==> src/rtl/noc_run_ctrl.sv <==
// Run sequencer for the 2x2 mesh traffic-generator array: flush, arm, run, drain, done.
// Optional macro NOC_RUN_CTRL_STAGGER_EN staggers start_out over four cycles, one PE per cycle.
module noc_run_ctrl #(
    parameter int TIMEOUT_W    = 16,
    parameter int FLUSH_CYCLES = 8
) (
    input  logic                 clk,
    input  logic                 rst_n,
    input  logic                 go,
    input  logic                 abort,
    input  logic                 cfg_mode,
    input  logic [3:0]           cfg_rate,
    input  logic [TIMEOUT_W-1:0] cfg_timeout,
    input  logic [3:0]           send_finish,
    input  logic [3:0]           receive_finish,
    output logic                 enable_wire,
    output logic                 mode_wire,
    output logic [3:0]           rate_wire,
    output logic                 flush_wire,
    output logic [3:0]           start_in,
    output logic [3:0]           start_out,
    output logic                 busy,
    output logic                 done,
    output logic                 timeout_err,
    output logic [31:0]          run_cycles
);

    typedef enum logic [2:0] {
        S_IDLE, S_FLUSH, S_ARM_RX, S_ARM_TX, S_RUN, S_DRAIN, S_DONE
    } state_t;

    state_t                 state_q, state_d;
    logic                   mode_q, mode_d;
    logic [3:0]             rate_q, rate_d;
    logic [TIMEOUT_W-1:0]   tmo_lim_q, tmo_lim_d;
    logic [TIMEOUT_W-1:0]   tmo_cnt_q, tmo_cnt_d;
    logic [3:0]             snd_q, snd_d;
    logic [3:0]             rcv_q, rcv_d;
    logic [7:0]             flush_cnt_q, flush_cnt_d;
    logic [31:0]            run_cycles_q, run_cycles_d;
    logic                   timeout_err_q, timeout_err_d;
`ifdef NOC_RUN_CTRL_STAGGER_EN
    logic [1:0]             stg_q, stg_d;
`endif

    logic                   enable_q, enable_d;
    logic                   mode_wire_q, mode_wire_d;
    logic [3:0]             rate_wire_q, rate_wire_d;
    logic                   flush_q, flush_d;
    logic [3:0]             start_in_q, start_in_d;
    logic [3:0]             start_out_q, start_out_d;
    logic                   busy_q, busy_d;
    logic                   done_q, done_d;

    logic [3:0]             snd_acc, rcv_acc;
    logic [TIMEOUT_W-1:0]   tmo_inc;
    logic                   tmo_hit;
    logic [31:0]            run_inc;

    assign snd_acc = snd_q | send_finish;
    assign rcv_acc = rcv_q | receive_finish;
    assign tmo_inc = tmo_cnt_q + 1'b1;
    // tmo_inc counts the current cycle, so a limit of L allows exactly L RUN/DRAIN cycles.
    assign tmo_hit = (tmo_lim_q != '0) && (tmo_inc == tmo_lim_q);
    assign run_inc = (run_cycles_q == 32'hFFFF_FFFF) ? run_cycles_q : run_cycles_q + 32'd1;

    always_comb begin
        state_d       = state_q;
        mode_d        = mode_q;
        rate_d        = rate_q;
        tmo_lim_d     = tmo_lim_q;
        tmo_cnt_d     = tmo_cnt_q;
        snd_d         = snd_q;
        rcv_d         = rcv_q;
        flush_cnt_d   = flush_cnt_q;
        run_cycles_d  = run_cycles_q;
        timeout_err_d = timeout_err_q;
`ifdef NOC_RUN_CTRL_STAGGER_EN
        stg_d         = stg_q;
`endif
        if (abort && state_q != S_IDLE) begin
            state_d = S_IDLE;
        end else begin
            case (state_q)
                S_IDLE: begin
                    if (go && !abort) begin
                        state_d       = S_FLUSH;
                        mode_d        = cfg_mode;
                        rate_d        = cfg_rate;
                        tmo_lim_d     = cfg_timeout;
                        tmo_cnt_d     = '0;
                        snd_d         = 4'h0;
                        rcv_d         = 4'h0;
                        run_cycles_d  = 32'd0;
                        timeout_err_d = 1'b0;
                        flush_cnt_d   = 8'(FLUSH_CYCLES - 1);
                    end
                end
                S_FLUSH: begin
                    if (flush_cnt_q == 8'd0) begin
                        state_d = S_ARM_RX;
                    end else begin
                        flush_cnt_d = flush_cnt_q - 8'd1;
                    end
                end
                S_ARM_RX: begin
                    state_d = S_ARM_TX;
`ifdef NOC_RUN_CTRL_STAGGER_EN
                    stg_d   = 2'd0;
`endif
                end
                S_ARM_TX: begin
`ifdef NOC_RUN_CTRL_STAGGER_EN
                    if (stg_q == 2'd3) begin
                        state_d = S_RUN;
                    end else begin
                        stg_d = stg_q + 2'd1;
                    end
`else
                    state_d = S_RUN;
`endif
                end
                S_RUN: begin
                    snd_d        = snd_acc;
                    rcv_d        = rcv_acc;
                    tmo_cnt_d    = tmo_inc;
                    run_cycles_d = run_inc;
                    if (snd_acc == 4'hF) begin
                        state_d = S_DRAIN;
                    end else if (tmo_hit) begin
                        state_d       = S_DONE;
                        timeout_err_d = 1'b1;
                    end
                end
                S_DRAIN: begin
                    rcv_d        = rcv_acc;
                    tmo_cnt_d    = tmo_inc;
                    run_cycles_d = run_inc;
                    if (rcv_acc == 4'hF) begin
                        state_d = S_DONE;
                    end else if (tmo_hit) begin
                        state_d       = S_DONE;
                        timeout_err_d = 1'b1;
                    end
                end
                S_DONE: begin
                    state_d = S_IDLE;
                end
                default: begin
                    state_d = S_IDLE;
                end
            endcase
        end
    end

    // Outputs are decoded from the next state and registered alongside it.
    always_comb begin
        busy_d      = (state_d != S_IDLE);
        done_d      = (state_d == S_DONE);
        flush_d     = (state_d == S_FLUSH);
        start_in_d  = (state_d == S_ARM_RX) ? 4'hF : 4'h0;
        enable_d    = (state_d == S_ARM_TX) || (state_d == S_RUN) || (state_d == S_DRAIN);
        mode_wire_d = busy_d ? mode_d : 1'b0;
        rate_wire_d = busy_d ? rate_d : 4'h0;
`ifdef NOC_RUN_CTRL_STAGGER_EN
        start_out_d = (state_d == S_ARM_TX) ? (4'b0001 << stg_d) : 4'h0;
`else
        start_out_d = (state_d == S_ARM_TX) ? 4'hF : 4'h0;
`endif
    end

    always_ff @(posedge clk or negedge rst_n) begin
        if (!rst_n) begin
            state_q       <= S_IDLE;
            mode_q        <= 1'b0;
            rate_q        <= 4'h0;
            tmo_lim_q     <= '0;
            tmo_cnt_q     <= '0;
            snd_q         <= 4'h0;
            rcv_q         <= 4'h0;
            flush_cnt_q   <= 8'd0;
            run_cycles_q  <= 32'd0;
            timeout_err_q <= 1'b0;
`ifdef NOC_RUN_CTRL_STAGGER_EN
            stg_q         <= 2'd0;
`endif
            enable_q      <= 1'b0;
            mode_wire_q   <= 1'b0;
            rate_wire_q   <= 4'h0;
            flush_q       <= 1'b0;
            start_in_q    <= 4'h0;
            start_out_q   <= 4'h0;
            busy_q        <= 1'b0;
            done_q        <= 1'b0;
        end else begin
            state_q       <= state_d;
            mode_q        <= mode_d;
            rate_q        <= rate_d;
            tmo_lim_q     <= tmo_lim_d;
            tmo_cnt_q     <= tmo_cnt_d;
            snd_q         <= snd_d;
            rcv_q         <= rcv_d;
            flush_cnt_q   <= flush_cnt_d;
            run_cycles_q  <= run_cycles_d;
            timeout_err_q <= timeout_err_d;
`ifdef NOC_RUN_CTRL_STAGGER_EN
            stg_q         <= stg_d;
`endif
            enable_q      <= enable_d;
            mode_wire_q   <= mode_wire_d;
            rate_wire_q   <= rate_wire_d;
            flush_q       <= flush_d;
            start_in_q    <= start_in_d;
            start_out_q   <= start_out_d;
            busy_q        <= busy_d;
            done_q        <= done_d;
        end
    end

    assign enable_wire = enable_q;
    assign mode_wire   = mode_wire_q;
    assign rate_wire   = rate_wire_q;
    assign flush_wire  = flush_q;
    assign start_in    = start_in_q;
    assign start_out   = start_out_q;
    assign busy        = busy_q;
    assign done        = done_q;
    assign timeout_err = timeout_err_q;
    assign run_cycles  = run_cycles_q;

endmodule

==> config.mk <==
export PLATFORM = sky130hd
export DESIGN_NAME = noc_run_ctrl
export DESIGN_NICKNAME = d
export VERILOG_FILES = /design/src/rtl/noc_run_ctrl.sv
export SDC_FILE = /design/constraint.sdc
export NUM_CORES = 1
export LEC_CHECK = 0
export CORE_UTILIZATION = 45
export CTS_CLUSTER_DIAMETER = 100
export DETAILED_ROUTE_END_ITERATION = 10
export PLACE_DENSITY = 0.69
export SLEW_MARGIN = 20
export SYNTH_ARGS = -nofsm -noshare
export SYNTH_HDL_FRONTEND = slang
export SYNTH_SLANG_ARGS = --single-unit
==> constraint.sdc <==
create_clock -name clk -period 8.7 [get_ports clk]
set_input_delay 0.87 -clock clk [delete_from_list [all_inputs] [get_ports clk]]
set_output_delay 0.87 -clock clk [all_outputs]
set_load 0.1 [all_outputs]
### Word-level counts from Yosys, hierarchy flattened

Cells that the tools add are included.
Widths: inputs -> output; s select.

* bits in registers: 106
* output and inout bits: 50

* bitwise logic cells: 3
* $add $sub $neg: 3
* eq/ne operators: 20
* multiplexer cells: 33
* reductions and logical operators: 22

Operators by type and width (number)
* $mux 32: 2
* $pmux 32 s2: 1
* $add 32x1->32 const B: 1
* $eq 32x32->1 const B: 1
* $pmux 16 s2: 1
* $mux 4: 7
* $mux 3: 6
* $pmux 3 s6: 1
* $add 16x1->16 const B: 1
* $eq 16x16->1: 1
* $mux 16: 1
* $mux 8: 2
* $pmux 4 s2: 2
* $pmux 8 s2: 1
* $reduce_bool 16->1: 1
* $eq 3x3->1 const B: 5
* $eq 3x2->1 const B: 4
* $ne 2x2->1 const B: 5
* $reduce_and 3->1: 3
* $reduce_bool 3->1: 3
* $eq 4x4->1 const B: 2
* $logic_not 8->1: 1
* $mux 1: 8
* $or 4x4->4: 2
* 12 further kinds: 19

### Logic depth before layout (Yosys ltp)

Gate-level depths: netlist (run 1).

* depth in word-level cells: 10
* depth in mapped cells: 8
* gate-level depth less buffers: 8

### Worst setup path after synthesis (run 1)

OpenSTA, ideal clock, no wires.

* path type: reg-to-reg
* start point: reg tmo_cnt_q[0]
* end point: reg done_q, in the netlist done
* setup slack: 5.854 ns
* arrival time: 2.773 ns
* buffers on the path: 1
* stages on the path, launching flop included: 9
* period minus slack after synthesis: 2.846 ns
* path through: dfrtp_1 > ha_1 > buf_2 > nand2_1 > or4_2 > xnor2_1 > or4_4 > or4_4 > a21boi_2

* longest elaborated chain between the ends: 8

Ends and longest elaborated chain
* start: declaration: RTL line 36 `logic [TIMEOUT_W-1:0] tmo_cnt_q, tmo_cnt_d;`
* start signal: assignment: RTL line 200 `tmo_cnt_q <= tmo_cnt_d;`
* $add 16x1->16 *: RTL line 62 `assign tmo_inc = tmo_cnt_q + 1'b1;`
* $eq 16x16->1 *: RTL line 64 `assign tmo_hit = (tmo_lim_q != '0) && (tmo_inc == tmo_lim_q);`
* $logic_and 1x1->1 *: RTL line 64
* $mux 3 *: RTL line 130, 141
* $mux 3 (on tied branches): RTL line 139, 128
* $pmux 3 s6 *: RTL line 84 `case (state_q)`
* $mux 3 *: RTL line 81 `if (abort && state_q != S_IDLE) begin`
* $eq 3x3->1 *: RTL line 159 `done_d = (state_d == S_DONE);`
* via done_d: RTL line 53 `logic done_q, done_d;`
* end signal: assignment: RTL line 216 `done_q <= done_d;`
* end: declaration: RTL line 53

The timed path passes the listed nets; every way through them passes the cells marked *.
A chain may end at the register's enable or synchronous reset.

### Final worst setup path (run 1)

* start point: in abort
* end point: reg run_cycles_q[27], in the netlist run_cycles[27]

* longest elaborated chain between the ends: 4

Ends and longest elaborated chain
* start: declaration: RTL line 10 `input logic abort,`
* $logic_not 1->1: RTL line 86 `if (go && !abort) begin`
* $logic_and 1x1->1: RTL line 86
* $ne 2x2->1 (no source line)
* $reduce_and 4->1 (no source line) *
* end signal: assignment: RTL line 204 `run_cycles_q <= run_cycles_d;`
* end: declaration: RTL line 40 `logic [31:0] run_cycles_q, run_cycles_d;`

Mark *: on every way between the ends. The rest lies on a longest branch, timed or not.

==> flow_metrics.py, run 1 <==
metrics = {
    "placed_design": {
        "numPortBuffers": 82,
        "placed_area_um2": 6120,
        "place.gp.congestion": 0.814,
        "place_ws_ns": 4.27,
        "dp_cells": 774,
        "hpwlAfterDp_mm": 8.87,
    },
    "hold_path": {
        "hp-class": "register to register",
    },
    "clock_network": {
        "holdBufCountCts": 0,
        "cts_sinks": 100,
        "cts_tree": "yes",
        "htree_levels": 3,
        "cts_made_buffers": 9,
        "cts_resized": 0,
        "clkSlewWorstSetupHoldPaths_ns": 0.07,
        "clock_path_buffers": 2,
        "root_buffer": "clkbuf_16",
        "clk_latency_ns": 0.34,
        "post_cts_buffers": 0,
    },
    "sta": {
        "finalSetupViolCount": 0,
        "whs_ns": 0.473,
        "timing.slew.headroom_pct": 34.0,
        "fin_tns_setup_ns": 0,
        "max_freq_mhz": 258,
        "tightest_slew_ns": 0.987,
        "setup_ws_ns": 4.83,
        "rsz0062_at_grt": "no",
        "fin_skew_ns": 0.00594,
        "finalHoldViolations": 0,
        "slew_viol_final": 0,
        "period_share_pct": 44.5,
        "period_needed_ns": 3.87,
    },
    "pwr": {
        "p_leak_uw": 0.00282,
        "power.switching_uw": 311,
        "p_int_uw": 812,
        "powerDensity_nw_per_um2": 174,
        "ir_drop_v": 0.000102,
        "p_clk_share_pct": 39.6,
        "pwr-share-comb_pct": 14.3,
        "seq_power_share_pct": 46.1,
        "switching_share_pct": 27.7,
    },
    "cells_and_area": {
        "fin_nets": 678,
        "drive_gt1_share_pct": 6.34,
        "antenna_cells": 0,
        "n_fill_cell": 1037,
        "fin_cells": 790,
        "final_area_um2": 6460,
        "syn2layout_area_growth_pct": 22.7,
    },
    "logic_synthesis": {
        "yosysSeqAreaShare_pct": 47.5,
        "ys_ff_latch": 100,
        "synth_cells": 582,
        "synth_top_cell_by_area": "dfrtp_1",
        "synth_top_area_share_pct": 47.5,
        "yosys-top-cells-area": "dfrtp_1 48%, nand2_1 7.3%, xor2_1 4.7%, a21oi_1 3.3%, nor2_1 3.3%",
        "synth_warnings": 0,
        "synth_edf_count": 0,
        "synth-main-ff-cell": "dfrtp_1",
        "yosysMostFrequentCell": "nand2_1",
        "synth_fp_nets": 618,
        "async_flop_share_pct": 100,
        "synth.distinct_cells": 62,
        "syn_area_um2": 5270,
        "netlist_top_cells_count": "103 x nand2_1, 100 x dfrtp_1, 46 x nor2_1",
        "syn_area_per_cell_um2": 9.05,
    },
    "global_routing": {
        "grt_use_met2_pct": 36.5,
        "met3_usage_pct": 3.64,
        "grt_pass1_wl_mm": 20.9,
        "grt_max_degree": 62,
        "grt_overflow": 0,
        "grt_usage_pct": 22.4,
        "antenna_found_initial": 0,
        "grt-busiest-layer": "met2",
        "grt_pass1_vias": 4387,
        "grt_util_met1_pct": 30.1,
    },
    "floorplanning": {
        "fp.dieH_um": 110,
        "core-area_um2": 11400,
        "dieArea_um2": 12100,
        "initial_utilization_pct": 46.1,
        "die_x_um": 110,
        "ioPinCount": 83,
        "core.rowCount": 39,
    },
    "route": {
        "firstDrtPassIters": 4,
        "drt-vias-per-instance": 5.66,
        "wirelength_mm": 12.6,
        "vias": 4469,
        "drc": 0,
        "detail-route-antenna-nets": 0,
        "drt_iter0_markers": 153,
        "wire_per_inst_um": 16.0,
    },
    "setup_path": {
        "crit_path_end_kind": "register",
        "crit_family": "simple AND/OR/NAND/NOR gates",
        "critPathMaxStageDelay_ns": 0.75,
        "critPathSlowestCell": "a311oi_2",
        "worstSetupStartpointType": "input port",
        "crit_chain": "clkdlybuf4s50_1 -> nor3b_4 -> a31oi_1 -> buf_4 -> a311oi_2 -> nand3_1 -> or3_1 -> a21oi_1",
        "path_buf_inv": 2,
        "cp_max_fo": 17,
        "arrival_ns": 4.14,
        "worstSetupPathType": "input port to register",
        "crit_required_ns": 8.96,
    },
    "run": {
        "cap_violations": 0,
    },
    "run_status": {
        "outcome": "completed",
    },
}
worst register-to-register path, delay by kind of cell (launching register included):
family	cells	cell delay, ns
AND/OR/NAND/NOR	3	1.55
flip-flops	1	0.54
AO/OA/AOI/OAI	3	0.98
buffers and inverters	1	0.23
registers in the layout, summed over array words and instances (netlist names), 4 cells and up:
| signal | count |
|---|---|
| flush_cnt_q | 8 |
| rcv_q | 4 |
| snd_q | 4 |
| tmo_lim_q | 16 |
| run_cycles | 32 |
| tmo_cnt_q | 16 |
| rate_wire | 4 |
| rate_q | 4 |
placed cells by master (no fill, tap or decap), drive strengths merged, types with 3 or more instances in the layout:
cell type      instances
a21boi                 3
a21oi                 35
a22o                   4
a31oi                  5
and2                   5
and3                  17
and4                   3
buf                    5
clkbuf                10
clkdlybuf4s50         81
dfrtp                100
ha                     3
inv                   16
mux2i                  3
nand2                103
nand3                 29
nand4                 22
nor2                  46
nor3                   9
nor3b                  3
nor4                  10
o21ai                 31
o22ai                  5
o41ai                  3
or3                   13
or4                    4
xnor2                 19
xor2                  28
cell families (layout without fill, tap and decap cells):
family,Yosys count,after routing,synth area share [%]
and+or+nand+nor,270,270,26.2
DFF,100,100,47.5
adders and majority gates,3,3,0.713
buffers and inverters,51,116,4.32
xor gates and xnor gates,47,47,7.81
AOI/OAI and AO/OA,108,108,12.9
muxes,3,3,0.570
power by group through the flow:
| stage | combinational (uW) | sequential (uW) | clock [uW] |
|---|---|---|---|
| global route | 176 | 521 | 472 |
| global placement | 158 | 525 | 0 |
| floorplan | 74.1 | 552 | 0 |
| finish | 161 | 517 | 444 |
| CTS | 163 | 517 | 453 |
| detailed placement | 162 | 526 | 0 |
per-layer routing:
metal	vias to the layer above	part of all wire (%)
met1	2181	46
met3	23	4.3
met4	0	2.0
li1	2153	-
met5	-	0
met2	112	48
worst paths after layout:
path | slack [ns] | endpoint | from | depth (start not counted)
max in group asynchronous | 7.08 | run_cycles[19] | rst_n | 2
min | 0.47 | mode_q | mode_q | 2
min in group asynchronous | 0.56 | tmo_lim_q[2] | rst_n | 1
min reg2reg | 0.47 | mode_q | mode_q | 2
max reg2reg | 5.32 | run_cycles[27] | state_q[2] | 7
max | 4.83 | run_cycles[27] | abort | 8
final cells by class:
class                   count  area, um^2  share of cell area (%)
clock buffers              10         239                    3.70
well taps                 143         179                    2.77
inverters                  14        52.6                   0.813
repair buffers             86         848                    13.1
multi-input cells         431        2540                    39.4
clock inverters             6        95.1                    1.47
flip-flops and latches    100        2500                    38.7
through the flow:
| stage | power (uW) | util, % |
|---|---|---|
| finish | 1120 | 56.6 |
| global route | 1170 | 56.6 |
| CTS | 1130 | 56.5 |
| detailed placement | 689 | 53.6 |
| global placement | 683 | 53.6 |
| floorplan | 626 | - |
Note: power is estimated with default switching activity, not from simulation.
==> run 2, diff against run 1 <==
- clock period: 8.7 -> 4 ns (I/O delays scaled with it)
==> run 2 against run 1 <==
Compared with the run above: the flow now finishes with violations (hold timing); sequential power rose by 120%; core utilization decreased by 0.16 points; design area decreased by 0.29%; sequential cell count stayed put; global-route usage decreased by 0.092 points; count of clock-buffer cells in the layout unchanged; clock power up 89%; critical path depth down 2; non-clock buffer count up 5; largest cell class unchanged.
==> flow_metrics.py, run 2 (synthesis gave the netlist of run 1 again) <==
metrics = {
    "route": {
        "detail-route-antenna-nets": 0,
        "firstDrtPassIters": 5,
        "wire_per_inst_um": 16.1,
        "vias": 4494,
        "drt-vias-per-instance": 5.65,
        "drc": 0,
        "drt_iter0_markers": 221,
        "wirelength_mm": 12.8,
    },
    "clock_network": {
        "clock_path_buffers": 2,
        "holdBufCountCts": 0,
        "cts_made_buffers": 9,
        "clk_latency_ns": 0.35,
        "root_buffer": "clkbuf_16",
        "cts_tree": "yes",
        "htree_levels": 3,
        "cts_resized": 0,
        "cts_sinks": 100,
        "clkSlewWorstSetupHoldPaths_ns": 0.07,
        "post_cts_buffers": 0,
    },
    "sta": {
        "period_needed_ns": 3.05,
        "finalHoldViolations": 12,
        "period_share_pct": 76.2,
        "tightest_slew_ns": 1.02,
        "fin_tns_setup_ns": 0,
        "rsz0062_at_grt": "no",
        "fin_skew_ns": 0.00588,
        "whs_ns": -0.0115,
        "timing.slew.headroom_pct": 32.0,
        "slew_viol_final": 0,
        "finalSetupViolCount": 0,
        "max_freq_mhz": 328,
    },
    "setup_path": {
        "crit_path_frequent_cell": "or4_4",
        "crit_required_ns": 4.28,
        "crit_chain": "nand4_4 -> or4_2 -> xnor2_1 -> or4_4 -> or4_4 -> a21boi_2",
        "worstSetupPathType": "register to register",
        "r2r_start": "tmo_cnt_q[4]",
        "arrival_ns": 3.33,
        "cp_max_fo": 10,
        "startpoint": "tmo_cnt_q[4]",
        "worstSetupStartpointType": "register",
        "crit_path_end_kind": "register",
        "critPathSlowestCell": "or4_2",
        "critPathMaxStageDelay_ns": 0.76,
    },
    "pwr": {
        "ir_drop_v": 0.000188,
        "p_leak_uw": 0.00283,
        "powerDensity_nw_per_um2": 361,
    },
    "floorplanning": {
        "initial_utilization_pct": 46.1,
        "core-area_um2": 11400,
        "fp.dieH_um": 110,
        "dieArea_um2": 12100,
        "ioPinCount": 83,
        "die_x_um": 110,
        "core.rowCount": 39,
    },
    "global_routing": {
        "grt_usage_pct": 22.3,
        "grt_pass1_wl_mm": 21.0,
        "grt_pass1_vias": 4274,
        "antenna_found_initial": 0,
        "grt_overflow": 0,
        "grt_max_degree": 45,
    },
    "run_status": {
        "outcome": "finished with violations",
        "violations": "hold timing",
    },
    "cells_and_area": {
        "final_cell_mix": "103 x nand2_1, 100 x dfrtp_1, 81 x clkdlybuf4s50_1",
        "drive_gt1_share_pct": 7.06,
        "final_area_um2": 6440,
        "syn2layout_area_growth_pct": 22.3,
        "mostFrequentLayoutCell": "nand2_1",
        "antenna_cells": 0,
        "fin_nets": 683,
        "largest_register_ffs": 32,
    },
    "run": {
        "cap_violations": 0,
    },
    "placed_design": {
        "numPortBuffers": 82,
        "hpwlAfterDp_mm": 9.03,
        "placed_area_um2": 6160,
        "place.gp.congestion": 0.870,
    },
    "hold_path": {
        "hp-class": "input port to asynchronous set/reset pin",
    },
}
[run 2: changes by cell type in the layout (fill, tap and decap cells not counted), moves of 2 or more]
cell and change:
bufinv_16 -2, buf_4 +5, inv_6 +2, clkinv_2 +2, clkinvlp_4 -2
[run 2: final timing paths]
kind	slack, ns	end	cells after the start
max	0.95	done	6
min	-0.01	tmo_lim_q[8]	1
max reg2reg	0.95	done	6
min reg2reg	0.47	mode_q	2
max in group asynchronous	3.10	run_cycles[24]	2
min in group clk	0.47	mode_q	2
[run 2: metal layers]
metal / wire (um) / vias to the layer above / track usage, %
li1: - / 2164 / -
met3: 627 / 12 / 4.64
met4: 136 / 0 / 7.14
met2: 6090 / 112 / 34.7
met1: 5930 / 2206 / 31.3
met5: 0 / - / 0
[run 2: final cells by class]
type                            instances  area [um^2]
Fill cell                            1057         4980
Multi-Input combinational cell        431         2540
Sequential cell                       100         2500
Timing Repair Buffer                   91          886
Clock buffer                           10          239
Tap cell                              143          179
Inverter                               14         52.6
Clock inverter                          6         45.0
[run 2: worst max-delay path, delay by kind of cell (launching register included)]
family                    cells  cell delay, ns
and+or+nand+nor               4            2.11
DFF                           1            0.57
AOI/OAI and AO/OA             1            0.14
xor gates and xnor gates      1            0.16
[run 2: through the flow]
stage          setup slack (ns)  power (uW)  util, %  std cells  hold slack [ns]
2_1_floorplan              1.15        1360        -        582            0.104
3_3_place_gp               1.04        1500     53.9        779            0.372
3_5_place_dp              0.963        1500     53.9        779            0.377
4_1_cts                   0.962        2340     56.4        795          0.00772
5_1_grt                   0.826        2410     56.4        795           0.0338
6_report                  0.951        2320     56.4        795          -0.0115
[run 2: report_power, final]
group | internal (uW) | total [uW] | switching [uW]
sequential | 1070 | 1130 | 61.3
combinational | 127 | 355 | 228
clock | 445 | 839 | 394
==> run 3, diff against run 2 <==
- PLACE_DENSITY: 0.69 -> 0.71
- clock period: 4 -> 2.7 ns (I/O delays scaled with it)
==> run 3 against run 2 <==
Compared with the run above: non-clock buffer count grew 21; design area grew 0.78%; the run now ends clean; critical endpoint unchanged; maximum frequency grew 16%.
==> flow_metrics.py, run 3 (synthesis gave the netlist of run 1 again) <==
metrics = {
    "cells_and_area": {
        "final_cell_mix": "102 x nand2_1, 96 x dfrtp_1, 80 x buf_4",
        "n_fill_cell": 1057,
        "syn2layout_area_growth_pct": 23.3,
        "mostFrequentLayoutCell": "nand2_1",
        "utilization_pct": 56.9,
        "fin_nets": 704,
        "antenna_cells": 0,
        "drive_gt1_share_pct": 18.1,
        "multiInputGateArea_um2": 2550,
        "regArea_um2": 2510,
        "largest_register_ffs": 32,
    },
    "placed_design": {
        "hpwlAfterDp_mm": 9.34,
        "place.gp.congestion": 0.869,
        "numPortBuffers": 82,
    },
    "clock_network": {
        "htree_levels": 3,
        "cts_tree": "yes",
        "root_buffer": "clkbuf_16",
        "clkSlewWorstSetupHoldPaths_ns": 0.07,
        "cts_sinks": 100,
        "clock_path_buffers": 2,
        "cts_made_buffers": 9,
        "clk_latency_ns": 0.35,
    },
    "global_routing": {
        "grt_pass1_vias": 4360,
        "grt_overflow": 0,
        "grt_usage_pct": 23.2,
        "grt_max_degree": 54,
        "grt_pass1_wl_mm": 21.6,
        "antenna_found_initial": 0,
    },
    "sta": {
        "fin_skew_ns": 0.00837,
        "tightest_slew_ns": 0.670,
        "rsz0062_at_grt": "no",
        "fin_tns_setup_ns": 0,
        "slew_viol_final": 0,
        "max_freq_mhz": 382,
        "finalHoldViolations": 0,
        "timing.slew.headroom_pct": 54.9,
        "period_needed_ns": 2.62,
        "finalSetupViolCount": 0,
        "period_share_pct": 97.0,
    },
    "floorplanning": {
        "dieArea_um2": 12100,
        "ioPinCount": 83,
        "core.rowCount": 39,
        "core-area_um2": 11400,
        "die_x_um": 110,
        "initial_utilization_pct": 46.1,
        "fp.dieH_um": 110,
    },
    "route": {
        "wire_per_inst_um": 16.1,
        "vias": 4605,
        "wirelength_mm": 13.1,
        "detail-route-antenna-nets": 0,
        "drt-vias-per-instance": 5.64,
        "firstDrtPassIters": 4,
        "drt_iter0_markers": 183,
        "drc": 0,
    },
    "setup_path": {
        "worstSetupStartpointType": "register",
        "crit_path_end_kind": "register",
        "arrival_ns": 2.90,
        "crit_required_ns": 2.98,
        "cp_max_fo": 5,
        "worstSetupPathType": "register to register",
    },
    "hold_path": {
        "hp-class": "input port to register",
    },
    "run": {
        "cap_violations": 0,
    },
    "pwr": {
        "p_leak_uw": 0.00302,
        "powerDensity_nw_per_um2": 529,
        "ir_drop_v": 0.000308,
    },
    "run_status": {
        "outcome": "completed",
    },
}
[run 3: changes by cell type in the layout (fill, tap and decap cells not counted), sizes merged]
cell / change
dlygate4sd3: +1
clkinvlp: +2
clkdlybuf4s50: -50
clkbuf: -1
buf: +70
inv: -1
[run 3: worst paths after layout]
path	start	to	slack, ns	depth (start not counted)
max in group asynchronous	rst_n	flush_cnt_q[7]	1.45	3
max reg2reg	tmo_cnt_q[1]	done	0.08	7
min reg2reg	rate_q[0]	rate_q[0]	0.48	2
min in group asynchronous	rst_n	tmo_lim_q[10]	0.50	2
min	cfg_timeout[2]	tmo_lim_q[2]	0.45	3
max	tmo_cnt_q[1]	done	0.08	7
[run 3: what timing repair did]
| action | CTS | global route |
|---|---|---|
| hold buffers | 1 | 0 |
| buffers inserted | 0 | 0 |
| setup endpoints to repair | 0 | 1 |
| hold endpoints to repair | 50 | 0 |
| resized for setup | 0 | 1 |
[run 3: final cells by class]
cell class	instances	area share, %
Clock buffer	9	3.47
Clock inverter	7	0.944
Inverter	14	0.809
Multi-Input combinational cell	431	39.2
Sequential cell	100	38.6
Tap cell	143	2.76
Timing Repair Buffer	112	14.2
[run 3: critical path, cell delays in order, from the launching register on]
cell	delay, ns
dfrtp_1	0.41
ha_2	0.25
nand2_2	0.07
or4_4	0.44
xnor2_1	0.14
or4_4	0.55
or4_4	0.54
a21boi_2	0.14
[run 3: metal layers]
metal | global-route usage, % | wire, um | vias to the layer above
met1 | 31.6 | 5960 | 2263
li1 | - | - | 2210
met5 | 0 | 0 | -
met3 | 4.41 | 610 | 14
met2 | 37.5 | 6360 | 118
met4 | 7.52 | 169 | 0
[run 3: power breakdown]
part	internal [uW]	switching [uW]
registers	1580	86.7
clock network	639	588
logic	193	343
[run 3: metrics by stage]
step / cell area, um^2 / cells / setup WS (ns) / hold WS (ns) / total power (uW)
after global placement: 6190 / 799 / 0.149 / 0.347 / 2220
after global routing: 6490 / 816 / 0.0240 / 0.454 / 3590
after floorplan: 5280 / 582 / 0.0235 / -0.0256 / 2020
after CTS: 6490 / 816 / 0.0788 / 0.441 / 3460
final: 6490 / 816 / 0.0803 / 0.451 / 3430
after detailed placement: 6190 / 799 / 0.123 / 0.352 / 2230
==> edit 1: new RTL, flow settings as in run 1 <==
Register the output `run_cycles` once more, cleared by the reset; this adds one clock of latency there. The other outputs are not delayed to match.
--- a/src/rtl/noc_run_ctrl.sv
+++ b/src/rtl/noc_run_ctrl.sv
@@ -226,7 +226,13 @@
     assign busy        = busy_q;
     assign done        = done_q;
     assign timeout_err = timeout_err_q;
-    assign run_cycles  = run_cycles_q;
+    always_ff @(posedge clk or negedge rst_n) begin
+        if (!rst_n) begin
+            run_cycles <= '0;
+        end else begin
+            run_cycles <= run_cycles_q;
+        end
+    end
 
 endmodule
 
Check against the original RTL: same outputs for any inputs over 10 cycles, from zero or initial values and one cycle with rst_n low; that may be too few to reach the edited logic, so the function may still have changed.
==> edit 1 against run 1 <==
Cell area increased by 17%. Non-clock buffer count increased by 2. Worst setup slack improved by 0.89 ns. Area after synthesis increased by 15%. Critical path type unchanged. Register-to-register slack improved by 0.62 ns. Clock skew increased by 0.0040 ns. Largest cell class is now flip-flops and latches. Sequential cell count increased by 32. Via count increased by 2.6%. Routed wire length increased by 0.60%. Sequential share of layout area increased by 4.8 points.
Power is not compared: it rests on default switching activity, and its combinational part moved more than twofold at a synthesized area within 25%.
==> edit 1: results (changes against run 1) <==
| Metric | Value |
|---|---|
| H-tree Lvls | 4 (+1) |
| Multi-input gate share of total cell area | 0.339 (-0.0550) |
| Multi-input gate area | 2570 sq um (+0.93%) |
| #MultiIn Comb | 428 (-0.70%) |
| Global-route wire length before repair | 21900 um (+4.8%) |
| Final Skew | 0.00992 ns (+0.00398 ns) |
| Synth unique cells | 63 (+1.6%) |
| Row count | 42 (+7.7%) |
| Peak VDD IR | roughly 110 uV |
| Vias in the first global route | 4444 (+1.3%) |
| MaxCap Viol Count | 0 (unchanged) |
| HPWL after DPL | 8570 um (-3.4%) |
| Initial antenna violation count | 0 (unchanged) |
| Maximum clock path buffer count | 2 (unchanged) |
| All-layer global routing usage | 0.200 (-0.0245) |
| Switching part of the total | 0.328 |
| FF+latch count, synth | 132 (+32%) |
| Regs by FF count | run_cycles x32, run_cycles_q x32 |
| First-pass iteration count of the detailed router | 4 (unchanged) |
| Dpl cells | 835 (+7.9%) |
| Clock buffer count | 20 (+10) |
| Layout cells sized above 1 | 0.0810 (+0.0177) |
| Top post-synthesis cells by area | dfrtp_1, nand2_1, xnor2_1 |
| Syn Area/Cell | 10.1 sq um (+11%) |
| Commonest cells in the netlist | dfrtp_1, nand2_1, nor2_1, xnor2_1, nand3_1 |
| Pin count of the biggest net entering global routing | 82 (+32%) |
| Final Non-Filler Cells | 867 (+9.7%) |
| Worst-path maximum fanout | 23 (+6) |
| Ys Warns | 0 (unchanged) |
| ANT cells | 0 (unchanged) |
| GP Congestion | 0.818 (+0.47%) |
| Worst-path clk slew | approximately 0.06 ns |
| Non-clk bufs | 88 (+2.3%) |
| Crit path arrival time | 3.32 ns (-0.82 ns) |
| Seq area share | 0.436 (+0.0485) |
| Pre-CTS WS | 5.32 ns (+1.05 ns) |
| Placed Area | 7000 sq um (+14%) |
| Final nets | 714 (+5.3%) |
| Post-CTS Setup Bufs | 0 (unchanged) |
| Iter 0 DRT Violations | 272 (+78%) |
| Synthesized net count | 639 (+3.4%) |
| Clk Latency, worst-skew pair | 0.43 ns (+0.09 ns) |
| Worst Max-Slew Pin Slew | 0.985 ns (-0.00203 ns) |
| Via density | 5.29 (-6.5%) |
| Total wire length | 12700 um (+0.60%) |
| Num CTS Buffers | 17 (+8) |
| Layout clock area frac | 0.0764 (+0.0247) |
| Count leader, synth | dfrtp_1 |
| Data buffer area share | 0.114 (-0.0169) |
| Root buffer cell | clkbuf_16 |
| Invs w/o clock | 11 (-3) |
| Filler cells | 1109 (+6.9%) |
| Sequential area share after synthesis | 0.544 (+0.0685) |
| Outcome | finished, final reports clean |
==> edit 1: cell types whose count changed after synthesis, sizes merged, moves of 6 or more <==
cell,run 1,this run
xor2,28,22
or3,13,2
and4,3,12
a21oi,35,22
nor2,46,67
clkbuf,23,16
and3,17,11
o21ai,31,25
dfrtp,100,132
and2,5,11
xnor2,19,31
nand2,103,90
nand4,22,16
==> edit 1: kinds of logic after synthesis <==
kind of cell	synth area share
simple gates	0.249
flops	0.544
compound gates	0.0910
xor+xnor	0.0764
buf+inv	0.0340
fa+ha+maj	0.00618
==> edit 1: layer usage <==
layer | GRT usage | share of wire | vias to the layer above
li1 | - | - | 2241
met1 | 0.262 | 0.45 | 2222
met2 | 0.314 | 0.49 | 105
met3 | 0.0541 | 0.043 | 16
met4 | 0.0801 | 0.016 | 0
met5 | 0 | 0 | -
==> edit 1: power groups by stage <==
stage	clock network, mW	registers [mW]	logic [mW]
final	0.692	0.760	0.424
after global routing	0.735	0.770	0.459
after CTS	0.708	0.760	0.426
after detailed placement	0	0.769	0.423
after global placement	0	0.768	0.413
after floorplan	0	0.869	0.199
==> edit 1: worst max-delay path: stages <==
cell and delay [ns]:
clkdlybuf4s50_1 0.53, nor3b_2 0.20, buf_4 0.29, a21oi_1 0.08, buf_4 0.21, nor2_1 0.40
nand3_1 0.24, or3_1 0.35, a21oi_1 0.15
==> edit 1: final timing paths <==
check,startpoint,endpoint,slack (ns),cells after the start
min in group asynchronous,rst_n,run_cycles[9],0.47,1
max in group asynchronous,rst_n,rate_wire[3],7.14,2
hold / removal,run_cycles_q[8],run_cycles[8],0.42,0
setup reg to reg,tmo_cnt_q[0],enable_wire,5.94,8
setup / recovery,abort,run_cycles_q[29],5.72,9
hold reg to reg,run_cycles_q[8],run_cycles[8],0.42,0
==> edit 2: new RTL, settings of run 1 <==
Without the edit above. Add a define of `NOC_RUN_CTRL_STAGGER_EN`.
--- a/src/rtl/noc_run_ctrl.sv
+++ b/src/rtl/noc_run_ctrl.sv
@@ -1,5 +1,7 @@
 // Run sequencer for the 2x2 mesh traffic-generator array: flush, arm, run, drain, done.
 // Optional macro NOC_RUN_CTRL_STAGGER_EN staggers start_out over four cycles, one PE per cycle.
+`define NOC_RUN_CTRL_STAGGER_EN
+
 module noc_run_ctrl #(
     parameter int TIMEOUT_W    = 16,
     parameter int FLUSH_CYCLES = 8
Function: no difference found for any inputs over 10 cycles, from zero or initial values and one cycle with rst_n low; that may be too few to reach the edited logic, so the function may still have changed.
==> edit 2 against run 1 <==
The run now ends with DRC left. Count of clock-buffer cells in the layout fell by 1. Area after synthesis rose by 2.9%. Sequential cell count rose by 5. Cell area rose by 2.8%. Routed wire length fell by 1.0%. Core utilization rose by 0.87 points. Cell count rose by 2.4%. Die area rose by 2.9%. Worst setup slack improved by 0.16 ns. First-iteration DRC count rose by 76%. Critical path type unchanged. Highest routed layer unchanged.
Power is not compared: it rests on default switching activity, and its combinational part moved more than twofold at a synthesized area within 25%.
==> edit 2: results (changes against run 1) <==
| Metric | Value |
|---|---|
| Outcome | finished, violations left |
| Failing checks | DRC |
| Pins Over Slew Limit | 0 (unchanged) |
| Initial antenna violation count | 0 (unchanged) |
| Syn Area/Cell | 9.16 sq um (+1.2%) |
| Asr flop ratio synth | 1.00 (unchanged) |
| Worst-path clk slew | 0.07 ns (about the same) |
| Synth unique cells | 61 (-1.6%) |
| First-pass iteration count of the detailed router | 7 (+3) |
| Placed Area | 6310 sq um (+3.1%) |
| All-layer global routing usage | 0.215 (-0.00889) |
| Dpl cells | 793 (+2.5%) |
| Top post-synthesis cells by area | dfrtp_1, nand2_1, nor2_1 |
| NetSw | just over 0.6 mW |
| GP Congestion | 0.840 (+3.1%) |
| Max FFs per register | 32 (unchanged) |
| Pre-CTS WS | 4.68 ns (+0.409 ns) |
| Root buffer cell | clkbuf_16 |
| Residual DRC count | 2 (+2) |
| Post-CTS Setup Bufs | 0 (unchanged) |
| Pin count of the biggest net entering global routing | 85 (+37%) |
| Commonest cells in the netlist | nand2_1, dfrtp_1, nor2_1, o21ai_0 |
| Port Buffers | 82 (unchanged) |
| Peak VDD IR | 197 uV |
| Count leader, synth | nand2_1 |
| Leak | between 2 and 3 nW |
| Worst-path maximum fanout | 19 (+2) |
| Total number of vias | 4417 (-1.2%) |
| Vias in the first global route | 4485 (+2.2%) |
| Max_slew headroom | 0.336 (-0.00400) |
| Final Skew | 0.00966 ns (+0.00372 ns) |
| Crit path arrival time | 3.98 ns (-0.16 ns) |
| Total wire length | 12500 um (-1.0%) |
| Post_cts resized | 0 (unchanged) |
| Hold Path Class | input pin to asynchronous set/reset pin |
| ANT cells | 0 (unchanged) |
| Clk Latency, worst-skew pair | 0.36 ns (+0.02 ns) |
| HPWL after DPL | 8570 um (-3.4%) |
| Ys Warns | 0 (unchanged) |
| Maximum clock path buffer count | 2 (unchanged) |
| Via density | 5.46 (-3.5%) |
| Sequential area share after synthesis | 0.485 (+0.00948) |
| Layout cells sized above 1 | 0.0661 (+0.00270) |
| Synthesized net count | 628 (+1.6%) |
| Num CTS Buffers | 9 (unchanged) |
| Final antenna-violating net count | 0 (unchanged) |
| Final nets | 697 (+2.8%) |
| Setup TNS | 0 ns (unchanged) |
| H-tree Lvls | 3 (unchanged) |
| Global-route wire length before repair | 21400 um (+2.5%) |
| Iter 0 DRT Violations | 269 (+76%) |
[edit 2: layer usage]
| layer | GRT usage | wire, um | vias to the layer above |
|---|---|---|---|
| met5 | 0 | 0 | - |
| met4 | 0.0766 | 263 | 0 |
| met3 | 0.0626 | 671 | 21 |
| met2 | 0.347 | 5980 | 114 |
| met1 | 0.276 | 5570 | 2091 |
| li1 | - | - | 2191 |
[edit 2: worst max-delay path, stage by stage]
cell and delay [ns]:
clkdlybuf4s50_1 0.57, nor3b_4 0.63, a31oi_1 0.09, buf_4 0.24, or4_1 0.57, a21oi_2 0.23, and2b_4 0.23, nand2b_4 0.07
or3_1 0.32, a21oi_1 0.16
[edit 2: cell families after synthesis]
kind of cell / Yosys count / share of synthesized area
adder cells (fa/ha/maj): 3 / 0.00692
buffers and inverters: 42 / 0.0351
XOR/XNOR: 48 / 0.0775
AO/OA/AOI/OAI: 92 / 0.112
flip-flops: 105 / 0.485
AND/OR/NAND/NOR: 298 / 0.276
multiplexers: 4 / 0.00738
[edit 2: path summary, 6_finish.rpt]
kind	start	endpoint	slack, ns	cells past startpoint
worst max-delay path	abort	run_cycles[29]	4.99	10
worst min-delay path	rst_n	tmo_lim_q[2]	0.40	1
worst max register to register	state_q[2]	run_cycles[29]	5.53	9
worst min register to register	rate_q[2]	rate_q[2]	0.47	2
max in group asynchronous	rst_n	snd_q[0]	7.30	2
min in group clk	rate_q[2]	rate_q[2]	0.47	2
[edit 2: final cells by class]
type | count | area, sq um
timing repair buffer | 86 | 852
clock inverter | 7 | 103
tap | 143 | 179
inverter | 14 | 52.6
sequential | 105 | 2630
multi-input combinational | 445 | 2610
fill | 1020 | 4920
clock buffer | 9 | 225
[edit 2: power groups by stage]
stage | combinational (mW) | clock (mW) | sequential, mW
floorplan | 0.307 | 0 | 0.735
global placement | 0.507 | 0 | 0.663
detailed placement | 0.517 | 0 | 0.665
CTS | 0.519 | 0.459 | 0.657
global route | 0.568 | 0.476 | 0.672
finish | 0.515 | 0.445 | 0.658
